`config.mk`:
```
export PLATFORM = sky130hd
export DESIGN_NAME = bayer_pixel_tx
export DESIGN_NICKNAME = d
export VERILOG_FILES = /design/src/rtl/bayer_pkg.sv /design/src/rtl/bayer_cfa_tag.sv /design/src/rtl/bayer_pixel_tx.sv
export SDC_FILE = /design/constraint.sdc
export NUM_CORES = 1
export LEC_CHECK = 0
export CORE_ASPECT_RATIO = 1.4
export CORE_MARGIN = 2
export CORE_UTILIZATION = 48
export DETAILED_ROUTE_END_ITERATION = 16
export PLACE_DENSITY = 0.8
export SYNTH_ARGS = -nofsm -noshare
export SYNTH_HDL_FRONTEND = slang
export SYNTH_SLANG_ARGS = --single-unit
```
`constraint.sdc`:
```
create_clock -name clock -period 1.93 [get_ports clock]
set_input_delay 0.386 -clock clock [delete_from_list [all_inputs] [get_ports clock]]
set_output_delay 0.386 -clock clock [all_outputs]
set_load 0.03 [all_outputs]
```
`src/rtl/bayer_pkg.sv`:
```
// Shared Bayer definitions: transmitter FSM states and CFA tag codes,
// reused by the receiver side.
package bayer_pkg;

    typedef enum logic [1:0] {
        ST_IDLE   = 2'd0,
        ST_LINE   = 2'd1,
        ST_HBLANK = 2'd2,
        ST_VBLANK = 2'd3
    } bayer_state_e;

    localparam logic [1:0] CFA_R  = 2'd0;
    localparam logic [1:0] CFA_GR = 2'd1;
    localparam logic [1:0] CFA_GB = 2'd2;
    localparam logic [1:0] CFA_B  = 2'd3;

    function automatic int max_int(input int a, input int b);
        return (a > b) ? a : b;
    endfunction

endpackage

```
`src/rtl/bayer_cfa_tag.sv`:
```
// CFA colour of a pixel from the parity of its coordinates after the
// frame's pixel-shift offset is applied.
module bayer_cfa_tag
    import bayer_pkg::*;
(
    input  logic       x_lsb,
    input  logic       y_lsb,
    input  logic [1:0] shift,
    output logic [1:0] cfa
);

    logic [1:0] parity;

    assign parity = {y_lsb ^ shift[1], x_lsb ^ shift[0]};

    always_comb begin
        cfa = CFA_R;
        case (parity)
            2'b00:   cfa = CFA_R;
            2'b01:   cfa = CFA_GR;
            2'b10:   cfa = CFA_GB;
            default: cfa = CFA_B;
        endcase
    end

endmodule

```
`src/rtl/bayer_pixel_tx.sv`:
```
// Raw Bayer frame transmitter: pulls IMG_W x IMG_H samples from a valid/ready
// source and emits them with frame/line valid, CFA tags and blanking.
module bayer_pixel_tx
    import bayer_pkg::*;
#(
    parameter int PIX_W  = 12,
    parameter int IMG_W  = 640,
    parameter int IMG_H  = 480,
    parameter int HBLANK = 16,
    parameter int VBLANK = 32
) (
    input  logic             clock,
    input  logic             reset_n,
    input  logic             start,
    input  logic [1:0]       shift,
    input  logic [PIX_W-1:0] in_data,
    input  logic             in_valid,
    output logic             in_ready,
    output logic [PIX_W-1:0] out_data,
    output logic             out_valid,
    output logic             out_fv,
    output logic             out_lv,
    output logic [1:0]       out_cfa,
    output logic             busy,
    output logic             frame_done
);

    localparam int XW = $clog2(IMG_W);
    localparam int YW = $clog2(IMG_H);
    localparam int BW = $clog2(max_int(HBLANK, VBLANK) + 1);

    localparam logic [XW-1:0] X_LAST = XW'(IMG_W - 1);
    localparam logic [YW-1:0] Y_LAST = YW'(IMG_H - 1);
    localparam logic [BW-1:0] H_LAST = BW'(HBLANK - 1);
    localparam logic [BW-1:0] V_LAST = BW'(VBLANK - 1);

    bayer_state_e   state, state_nxt;
    logic [XW-1:0]  x;
    logic [YW-1:0]  y;
    logic [BW-1:0]  bcnt;
    logic [1:0]     shift_q;
    logic [1:0]     cfa;
    logic           xfer, x_last, y_last, h_end, v_end;

    assign xfer   = in_valid && (state == ST_LINE);
    assign x_last = (x == X_LAST);
    assign y_last = (y == Y_LAST);
    assign h_end  = (bcnt == H_LAST);
    assign v_end  = (bcnt == V_LAST);

    always_ff @(posedge clock or negedge reset_n) begin
        if (!reset_n) state <= ST_IDLE;
        else          state <= state_nxt;
    end

    always_comb begin
        state_nxt = state;
        case (state)
            ST_IDLE:   if (start) state_nxt = ST_LINE;
            ST_LINE:   if (xfer && x_last) state_nxt = y_last ? ST_VBLANK : ST_HBLANK;
            ST_HBLANK: if (h_end) state_nxt = ST_LINE;
            ST_VBLANK: if (v_end) state_nxt = ST_IDLE;
            default:   state_nxt = ST_IDLE;
        endcase
    end

    always_comb begin
        in_ready = (state == ST_LINE);
        busy     = (state != ST_IDLE);
    end

    // Blank counter restarts on every entry to a blanking state, so it
    // never needs to count past the longer of the two intervals.
    always_ff @(posedge clock or negedge reset_n) begin
        if (!reset_n) begin
            x       <= '0;
            y       <= '0;
            bcnt    <= '0;
            shift_q <= '0;
        end else begin
            case (state)
                ST_IDLE: begin
                    if (start) begin
                        x       <= '0;
                        y       <= '0;
                        bcnt    <= '0;
                        shift_q <= shift;
                    end
                end
                ST_LINE: begin
                    if (xfer) begin
                        if (x_last) begin
                            x    <= '0;
                            bcnt <= '0;
                        end else begin
                            x <= x + XW'(1);
                        end
                    end
                end
                ST_HBLANK: begin
                    if (h_end) begin
                        bcnt <= '0;
                        y    <= y + YW'(1);
                    end else begin
                        bcnt <= bcnt + BW'(1);
                    end
                end
                ST_VBLANK: begin
                    if (v_end) bcnt <= '0;
                    else       bcnt <= bcnt + BW'(1);
                end
                default: ;
            endcase
        end
    end

    bayer_cfa_tag u_cfa_tag (
        .x_lsb (x[0]),
        .y_lsb (y[0]),
        .shift (shift_q),
        .cfa   (cfa)
    );

    // lv stays up through mid-line stalls (x != 0); fv additionally bridges
    // the horizontal blanking and any stall at the start of a later line.
    always_ff @(posedge clock or negedge reset_n) begin
        if (!reset_n) begin
            out_data   <= '0;
            out_valid  <= 1'b0;
            out_cfa    <= 2'b00;
            out_lv     <= 1'b0;
            out_fv     <= 1'b0;
            frame_done <= 1'b0;
        end else begin
            out_valid  <= xfer;
            if (xfer) begin
                out_data <= in_data;
                out_cfa  <= cfa;
            end
            out_lv     <= (state == ST_LINE) && (xfer || (x != '0));
            out_fv     <= ((state == ST_LINE) && (xfer || (x != '0) || (y != '0)))
                          || (state == ST_HBLANK);
            frame_done <= (state == ST_VBLANK) && v_end;
        end
    end

endmodule

```
==> flow_summary.ini <==
[timing]
relSlewSlack_pct = 66.0
drv_slew = 0
finalSetupViolCount = 0
finalHoldViolCount = 0
rsz0062_at_grt = false
finClkSkew_ps = 12.9
post-route-period-util_pct = 93.9
tightestPinTransition_ps = 510
period_needed_ps = 1810
max_freq_mhz = 552

[cts]
hold_buffers = 0
cts_tree = built
htreeDepth = 2
cts_buffers = 5
clock_sinks = 47
cts_buffer_depth = 2
cts_setup_buffers = 0
path_clk_slew_ps = 100
clk_latency_ps = 310
clockRootBuffer = clkbuf_8

[worst_setup_path]
rrSetupSlack_ps = 120
arrival_ps = 2010
cp-end-kind = register
r2r-end = y[6]
reg2reg_from = bcnt[0]
reg2regPathDepth = 5
startpoint_type = register
path_class = reg -> reg
crit_required_ps = 2120
crit_fanout = 4

[synth]
synth.top_cells.by_count = 47 x dfrtp_1, 19 x o21ai_0, 16 x mux2_2, 13 x inv_1, 12 x nor2_1
synth.most_common_cell = dfrtp_1
synthTopCellsByArea = dfrtp_1 51%, mux2_2 7.7%, o21ai_0 4.1%, ha_1 2.7%, nand3_1 2.4%
ys.flop_type = dfrtp_1
synth_edf_count = 0
ys.warnings.count = 0
netlist_area_mm2 = 0.00233
avgSynthCellArea_um2 = 10.4
synth_nets = 246
yosysTopAreaCell = dfrtp_1
synth.distinct_cells = 46
yosys.area.top_type_share_pct = 50.5
synth_cells = 223
ys_ff_latch = 47
synthArstFlopShare_pct = 100
ys_seq_area_share_pct = 50.5

[pwr]
power_leakage_nw = 1.31
vdd_drop_max_uv = 819
power_density_mw_per_mm2 = 893

[cells_and_area]
post-route-util_pct = 63.6
area_growth_syn_to_layout_pct = 30.4
fill_cells = 403
n_antenna_cell = 0
fin_nets = 303
layout-drive-gt1-share_pct = 19.2
design_area_mm2 = 0.00303

[routing]
drc = 0
viasPerCell = 5.61
vias = 1937
dr.pass1.iters = 4
routedWlPerCell_um = 14.7
drtIter0Drc = 51
routed_wl_um = 5070
drtAntennaViolNets = 0

[global_route]
antenna_found_initial = 0
groute.usage.overall_pct = 20.6
globalRoute.totalOverflow = 0
grt_max_degree = 28
grt_pass1_wl_um = 8690
grt_pass1_vias = 1944

[die]
die_y_um = 86.4
io_pins = 38
row_count = 30
die_area_mm2 = 0.00543
die-width_um = 62.9
initial_core_util_pct = 48.8
coreArea_mm2 = 0.00477

[place]
io_buffers = 37
postPlaceCellArea_mm2 = 0.00292
dpl.hpwl_um = 3720
place_congestion = 0.877

[run]
timing.max_cap.violations = 0

[outcome]
outcome = complete, no violations

[min_path]
hold_class = in -> async
## area by class of cell
type | instances | area (um2) | area share, %
Multi-Input combinational cell | 154 | 1060 | 35.0
Tap cell | 64 | 80.1 | 2.64
Clock inverter | 3 | 46.3 | 1.53
Timing Repair Buffer | 59 | 552 | 18.2
Inverter | 13 | 48.8 | 1.61
Clock buffer | 5 | 68.8 | 2.27
Sequential cell | 47 | 1180 | 38.8
## how the worst max path moves through the flow
stage	start	endpoint	slack, ps
after floorplan	state[0]	out_data[11]	80
after global placement	start	y[6]	-170
after detailed placement	start	y[6]	-180
after CTS	state[1]	in_ready	60
after global routing	bcnt[0]	y[6]	10
final	bcnt[0]	y[6]	120
## state kept, by name (all words and copies together), names as in the netlist, 2 cells and up
| signal | cells |
|---|---|
| shift_q | 2 |
| bcnt | 6 |
| x | 10 |
| out_cfa | 2 |
| state | 2 |
| y | 9 |
| out_data | 12 |
## cell usage in the layout (no fill, tap or decap), drive strengths merged, types with 6 or more instances in the layout
| cell type | count |
|---|---|
| clkdlybuf4s50 | 34 |
| buf | 24 |
| mux2 | 17 |
| nand4 | 6 |
| nand3 | 11 |
| or3 | 6 |
| inv | 14 |
| nor2 | 12 |
| a21oi | 10 |
| o21ai | 20 |
| nand2 | 10 |
| dfrtp | 47 |
## where the power goes
| part | total, mW | internal, mW | switching, mW |
|---|---|---|---|
| registers | 1.27 | 1.12 | 0.147 |
| logic | 0.702 | 0.336 | 0.367 |
| clock network | 0.738 | 0.390 | 0.348 |
| total | 2.71 | 1.85 | 0.861 |
## per-stage QoR
| step | TNS, ps | hold slack [ps] | worst slack (ps) | std cells | power, mW |
|---|---|---|---|---|---|
| 2_1_floorplan | 0 | 90.4 | 78.5 | 223 | 1.67 |
| 3_3_place_gp | -669 | 382 | -168 | 337 | 1.95 |
| 3_5_place_dp | -935 | 393 | -176 | 337 | 1.98 |
| 4_1_cts | 0 | 58.9 | 62.1 | 345 | 2.72 |
| 5_1_grt | 0 | 76.9 | 11.6 | 345 | 2.84 |
| 6_report | 0 | 41.7 | 118 | 345 | 2.71 |
## critical path, cell delays in order, from the launching register on
cell,delay (ps)
dfrtp_1,400
ha_2,230
nand4b_1,140
o21ba_1,260
or3b_1,360
mux2_1,310
## cells by family (layout without fill, tap and decap cells)
family                     count (synthesis)  after routing  share of synthesized area, %
DFF                                       47             47                          50.5
and+or+nand+nor                           74             74                          17.9
muxes                                     19             19                          9.09
xor gates and xnor gates                   7              7                          2.63
adders and majority gates                  5              5                          2.69
buffers and inverters                     22             80                          3.92
AOI/OAI and AO/OA                         49             49                          13.2
## per-layer routing
layer  track usage, %  wire length (um)  vias to the layer above
met3             3.90               167                        9
met4             9.09               116                        0
met2             38.0              2720                       42
li1                 -                 -                      922
met5                0                 0                        -
met1             23.1              2060                      964
## timing repair
action	4_1_cts	5_1_grt
pin swaps	0	0
hold endpoints to repair	0	0
setup endpoints to repair	1	3
gates resized for setup	1	3
No activity file was read; power rests on OpenSTA's default activity.
